**src/rtl/irda_pkg.sv**
```systemverilog
// Shared types and constants for the IrDA SIR transmitter and its bit timer.
package irda_pkg;

  typedef enum logic [2:0] {
    IDLE   = 3'd0,
    START  = 3'd1,
    DATA   = 3'd2,
    PARITY = 3'd3,
    STOP   = 3'd4
  } irda_tx_state_e;

  localparam int IRDA_MIN_DIV     = 15;
  localparam int IRDA_PULSE_NUM   = 3;
  localparam int IRDA_PULSE_SHIFT = 4;

  // Even parity over a word zero-extended to 16 bits.
  function automatic logic even_parity(input logic [15:0] word);
    return ^word;
  endfunction

endpackage

```
**src/rtl/irda_bit_timer.sv**
```systemverilog
// Bit-period phase counter with registered end-of-bit strobe and pulse-window flag.
// div_q/pulse_len must carry the values in force for the next cycle.
import irda_pkg::*;

module irda_bit_timer #(
  parameter int DIV_W = 13
) (
  input  logic             clock,
  input  logic             reset,
  input  logic             clear,
  input  logic [DIV_W-1:0] div_q,
  input  logic [DIV_W-1:0] pulse_len,
  output logic             bit_done,
  output logic             in_pulse
);

  logic [DIV_W-1:0] phase;
  logic [DIV_W-1:0] phase_nxt;

  // Next phase: restart on clear or after the last cycle of a bit.
  always_comb begin
    if (clear || bit_done) begin
      phase_nxt = '0;
    end else begin
      phase_nxt = phase + DIV_W'(1);
    end
  end

  // Flags are computed from the next phase so they line up with it.
  always_ff @(posedge clock) begin
    if (reset) begin
      phase    <= '0;
      bit_done <= 1'b0;
      in_pulse <= 1'b0;
    end else begin
      phase    <= phase_nxt;
      bit_done <= (phase_nxt == div_q);
      in_pulse <= (phase_nxt < pulse_len);
    end
  end

endmodule

```
**src/rtl/irda_sir_tx.sv**
```systemverilog
// IrDA SIR transmitter: async framing with 3/16-period pulses on every 0 bit.
// Define IRDA_PARITY_EN to insert an even-parity bit between data and stop bits.
import irda_pkg::*;

module irda_sir_tx #(
  parameter int DATA_W    = 8,
  parameter int DIV_W     = 13,
  parameter int STOP_BITS = 1
) (
  input  logic              clock,
  input  logic              reset,
  input  logic              enable,
  input  logic [DIV_W-1:0]  baud_div,
  input  logic [DATA_W-1:0] tx_data,
  input  logic              tx_valid,
  output logic              tx_ready,
  output logic              ir_tx,
  output logic              bit_done,
  output logic              frame_done,
  output logic              busy
);

  localparam int CNT_W = 4;

  irda_tx_state_e    state;
  logic [DATA_W-1:0] shreg;
  logic [CNT_W-1:0]  bit_cnt;
  logic [DIV_W-1:0]  div_q;
  logic [DIV_W-1:0]  pulse_len;
  logic              zero;
`ifdef IRDA_PARITY_EN
  logic              parity;
`endif

  logic [DIV_W-1:0]  div_clamped;
  logic [DIV_W+1:0]  pulse_wide;
  logic [DIV_W-1:0]  pulse_calc;
  logic [DIV_W-1:0]  timer_div;
  logic [DIV_W-1:0]  timer_pulse;
  logic              timer_clear;
  logic              timer_bit_done;
  logic              in_pulse;
  logic              last_stop;

  // Clamp the divisor and derive the pulse length from the candidate word's divisor.
  always_comb begin
    if (baud_div < DIV_W'(IRDA_MIN_DIV)) begin
      div_clamped = DIV_W'(IRDA_MIN_DIV);
    end else begin
      div_clamped = baud_div;
    end
    pulse_wide = ({2'b00, div_clamped} + (DIV_W+2)'(1)) * (DIV_W+2)'(IRDA_PULSE_NUM);
    pulse_calc = DIV_W'(pulse_wide >> IRDA_PULSE_SHIFT);
  end

  // In IDLE the timer must already see the values a transfer would latch.
  always_comb begin
    if (state == IDLE) begin
      timer_div   = div_clamped;
      timer_pulse = pulse_calc;
    end else begin
      timer_div   = div_q;
      timer_pulse = pulse_len;
    end
    timer_clear = (state == IDLE) || !enable;
    last_stop   = (state == STOP) && (bit_cnt == CNT_W'(STOP_BITS - 1));
  end

  irda_bit_timer #(
    .DIV_W (DIV_W)
  ) u_bit_timer (
    .clock     (clock),
    .reset     (reset),
    .clear     (timer_clear),
    .div_q     (timer_div),
    .pulse_len (timer_pulse),
    .bit_done  (timer_bit_done),
    .in_pulse  (in_pulse)
  );

  assign bit_done   = timer_bit_done;
  assign frame_done = timer_bit_done && last_stop;
  assign ir_tx      = zero && in_pulse;
  assign busy       = (state != IDLE);
  assign tx_ready   = (state == IDLE) && enable && !reset;

  // Frame sequencing; zero holds "current bit is 0" for the bit now on the line.
  always_ff @(posedge clock) begin
    if (reset) begin
      state     <= IDLE;
      shreg     <= '0;
      bit_cnt   <= '0;
      div_q     <= '0;
      pulse_len <= '0;
      zero      <= 1'b0;
`ifdef IRDA_PARITY_EN
      parity    <= 1'b0;
`endif
    end else if (!enable) begin
      state   <= IDLE;
      bit_cnt <= '0;
      zero    <= 1'b0;
    end else begin
      case (state)
        IDLE: begin
          if (tx_valid) begin
            state     <= START;
            shreg     <= tx_data;
            div_q     <= div_clamped;
            pulse_len <= pulse_calc;
            bit_cnt   <= '0;
            zero      <= 1'b1;
`ifdef IRDA_PARITY_EN
            parity    <= even_parity(16'(tx_data));
`endif
          end
        end
        START: begin
          if (timer_bit_done) begin
            state <= DATA;
            zero  <= ~shreg[0];
          end
        end
        DATA: begin
          if (timer_bit_done) begin
            shreg <= shreg >> 1;
            if (bit_cnt == CNT_W'(DATA_W - 1)) begin
              bit_cnt <= '0;
`ifdef IRDA_PARITY_EN
              state   <= PARITY;
              zero    <= ~parity;
`else
              state   <= STOP;
              zero    <= 1'b0;
`endif
            end else begin
              bit_cnt <= bit_cnt + CNT_W'(1);
              zero    <= ~shreg[1];
            end
          end
        end
`ifdef IRDA_PARITY_EN
        PARITY: begin
          if (timer_bit_done) begin
            state   <= STOP;
            bit_cnt <= '0;
            zero    <= 1'b0;
          end
        end
`endif
        STOP: begin
          if (timer_bit_done) begin
            if (last_stop) begin
              state   <= IDLE;
              bit_cnt <= '0;
            end else begin
              bit_cnt <= bit_cnt + CNT_W'(1);
            end
            zero <= 1'b0;
          end
        end
        default: begin
          state   <= IDLE;
          bit_cnt <= '0;
          zero    <= 1'b0;
        end
      endcase
    end
  end

endmodule

```
**config.mk**
```make
export PLATFORM = sky130hd
export DESIGN_NAME = irda_sir_tx
export DESIGN_NICKNAME = d
export VERILOG_FILES = /design/src/rtl/irda_pkg.sv /design/src/rtl/irda_bit_timer.sv /design/src/rtl/irda_sir_tx.sv
export SDC_FILE = /design/constraint.sdc
export NUM_CORES = 1
export LEC_CHECK = 0
export ABC_AREA = 1
export BUFFER_PORTS_ARGS = -buffer_cell sky130_fd_sc_hd__buf_2
export CORE_ASPECT_RATIO = 0.8
export CORE_UTILIZATION = 25
export CTS_CLUSTER_SIZE = 25
export DETAILED_ROUTE_END_ITERATION = 7
export PLACE_DENSITY = 0.4
export SYNTH_ARGS = -nofsm -noshare
export SYNTH_HDL_FRONTEND = slang
export SYNTH_SLANG_ARGS = --single-unit
```
**constraint.sdc**
```tcl
create_clock -name clock -period 9.5 [get_ports clock]
set_input_delay 1.9 -clock clock [delete_from_list [all_inputs] [get_ports clock]]
set_output_delay 1.9 -clock clock [all_outputs]
set_load 0.005 [all_outputs]
```
==> impl_metrics.ini <==
[outcome]
status = finished clean

[worst_setup_path]
worstSetupPathType = in -> reg
required_ns = 9.75
cp_num_buf_inv = 4
reg2reg_to = pulse_len[6]$_SDFFE_PP0P_
critical-path-max-stage-delay_ns = 0.35
crit_top_cell = nand2_1
reg2regPathDepth = 9
path_depth = 28
cpLargestDelayFamily = simple AND/OR/NAND/NOR gates
cpMaxStageDelayCell = ha_1
critical_path_peak_fanout = 7
reg2reg_from = state[2]$_SDFFE_PP0P_
critPathLaunchType = input port
cp_data_arrival_time_ns = 5.81
reg2reg_slack_ns = 5.75
end_kind = flip-flop

[grt]
grt_util_met3_pct = 2.12
overflow = 0
grt_max_degree = 35
antenna_found_initial = 0
grt_use_met1_pct = 20.4
grt_pass1_wl_mm = 18.7
busiest_layer = met2
met2_usage_pct = 23.7
grt_usage_pct = 14.7
grt_pass1_vias = 3720

[clock_tree]
clk_pin_slew_ns = 0.08
clockBufferDepth = 2
h-tree-depth = 2
cts_tree = done
cts_hold_buf = 0
clkLatencyLatePin_ns = 0.31
cts.sinks = 55
ctsResizeCount = 0
cts_made_buffers = 5
post_cts_buffers = 0
cts_root_buf = clkbuf_16

[place]
gp_congestion = 0.814
dp.final_hpwl_mm = 8.55
placed_area_mm2 = 0.00434
io_buffer_count = 29
dp_slack_ns = 3.61

[floorplanning]
std_cell_rows = 40
die-area_mm2 = 0.0165
core_mm2 = 0.0153
io_pins = 30
die_x_um = 143
start_util_pct = 26.1
die_y_um = 115

[finish]
drive_gt1_share_pct = 10.5
nNetsFinal = 688
final_area_mm2 = 0.00449
syn_to_final_growth_pct = 12.5
diodes = 0
n_fill_cell = 1742

[sta]
setup_tns_ns = 0
finalSetupViolations = 0
maxSlewHeadroom_pct = 21.0
max_slew.worst_pin.slew_ns = 1.18
period_share_pct = 58.5
setup_slack_ns = 3.94
period_minus_slack_ns = 5.56
slew_viol_final = 0
grt_setup_unrepaired = no
fmax_mhz = 180
skew_ns = 0.0131
finalHoldViolCount = 0

[synth]
syn-instance-count = 617
syn_area_per_cell_um2 = 6.47
syn-num-nets = 667
netlist_area_mm2 = 0.00399
synth.distinct_cells = 39
synth_seq_area_share_pct = 27.6
ys_warn_count = 0
yosys_register_bits = 55

[detailed_routing]
ant_nets = 0
drc = 0
first_iter_violations = 165
viasPerCell = 4.53
wl_mm = 11.1
first_pass_iters = 5
vias = 3848
wl_per_cell_um = 13.1

[power_and_ir_drop]
irDropWorstVdd_v = 0.0000729
p_leak_nw = 2.23
power.density_mw_per_mm2 = 189

[min_path]
hold_end = div_q[4]$_SDFFE_PP0P_
hold_depth = 2
hp-start = div_q[4]$_SDFFE_PP0P_
min_path_type = reg -> reg

[flow_run]
drv_cap = 0
cell usage in the layout (no fill, tap or decap), types with 2 or more instances in the layout:
cell type	instances
dfxtp_1	55
nand2_1	120
nand3_1	41
a21o_1	2
clkbuf_16	5
buf_2	29
a21oi_1	42
o21bai_1	3
ha_1	25
nand2_4	8
o21ai_0	61
o21a_1	3
a211oi_1	3
nand3_2	5
a31oi_1	11
nand2_2	5
o22ai_1	2
nor2_2	3
inv_1	104
nor2_1	52
or2_2	2
o21ai_1	3
o211ai_1	3
buf_4	2
nand4_1	8
xor2_1	12
nand3b_1	2
nor3_1	12
xnor2_1	4
sequential cells by signal (all words and copies together) (netlist names):
name                  count
div_q                    13
u_bit_timer.phase        13
pulse_len                11
shreg                     8
bit_cnt                   4
state                     3
u_bit_timer.bit_done      1
u_bit_timer.in_pulse      1
zero                      1
power by group:
part           switching (mW)  leakage (nW)  internal [mW]
registers              0.0146         0.450          0.262
logic                   0.256          1.71          0.116
clock network           0.100        0.0719          0.101
total                   0.370          2.23          0.479
cells in the mapped netlist:
library cell  instances  area share, %
nand3b_1              2           0.38
buf_2                 3           0.38
a21oi_1              42            5.3
a31oi_1              11            1.7
a21oi_2               1           0.22
o21ai_0              61            7.6
nor2_4                1           0.28
nand3_1              41            5.1
nor3_1               12            1.5
buf_6                 1           0.28
nand2_4               8            2.3
xnor2_1               4           0.88
a21boi_2              1           0.28
buf_1                 1          0.094
o21a_1                3           0.56
inv_2                 1          0.094
o221ai_1              1           0.22
dfxtp_1              55             28
nand4_1               8            1.3
o21ai_4               1           0.41
inv_1               104            9.8
o21ai_1               3           0.38
o21bai_1              3           0.56
nor4_1                1           0.16
or2_0                 1           0.16
a21o_1                2           0.38
clkinv_1              1          0.094
or2_2                 2           0.31
nor2_2                3           0.47
nand3_2               5            1.3
xor2_1               12            2.6
nand2_2               5           0.78
nand2_1             120             11
clkbuf_1             12            1.1
nor2_1               52            4.9
o211ai_1              3           0.56
o22ai_1               2           0.31
ha_1                 25            7.8
a211oi_1              3           0.56
layer usage:
metal	vias to the layer above	part of all wire (%)
li1	2047	-
met5	-	0
met2	36	43
met1	1757	53
met3	8	2.6
met4	0	1.0
through the flow:
| step | util, % | hold WS, ns | total power [mW] | cells |
|---|---|---|---|---|
| 2_1_floorplan | - | 0.430 | 0.548 | 617 |
| 4_1_cts | 29.3 | 0.456 | 0.865 | 849 |
| 5_1_grt | 29.3 | 0.484 | 0.930 | 849 |
| 3_3_place_gp | 28.3 | 0.439 | 0.652 | 841 |
| 6_report | 29.3 | 0.452 | 0.849 | 849 |
| 3_5_place_dp | 28.3 | 0.444 | 0.653 | 841 |
final cells by class:
cell class,instances,area [um^2],area share [%]
clock buffer,5,125,2.79
tap,210,263,5.85
sequential,55,1100,24.5
inverter,106,398,8.86
multi-input combinational,439,2420,53.8
clock inverter,3,27.5,0.613
timing repair buffer,31,160,3.57
how the worst max path moves through the flow:
stage | from | to | slack, ns
finish | baud_div[2] | u_bit_timer.in_pulse$_SDFF_PP0_ | 3.94
CTS | baud_div[2] | u_bit_timer.in_pulse$_SDFF_PP0_ | 3.94
floorplan | baud_div[2] | u_bit_timer.in_pulse$_SDFF_PP0_ | 4.16
global route | baud_div[2] | u_bit_timer.in_pulse$_SDFF_PP0_ | 3.59
global placement | baud_div[2] | u_bit_timer.in_pulse$_SDFF_PP0_ | 3.65
detailed placement | baud_div[2] | u_bit_timer.in_pulse$_SDFF_PP0_ | 3.61
logic make-up after synthesis:
family | Yosys count | synth area share [%]
AOI/OAI and AO/OA | 137 | 19.1
xor gates and xnor gates | 16 | 3.51
buffers and inverters | 123 | 11.8
and+or+nand+nor | 261 | 30.1
adders and majority gates | 25 | 7.84
DFF | 55 | 27.6
worst register-to-register path, stage by stage, from the launching register on:
cell	delay, ns
dfxtp_1	0.32
nor2_1	0.13
nand2_1	0.06
buf_4	0.25
inv_1	0.56
nand3_1	1.03
inv_1	0.93
nand3_1	0.17
o211ai_1	0.12
inv_1	0.06
Power figures use the tool's default switching activity.
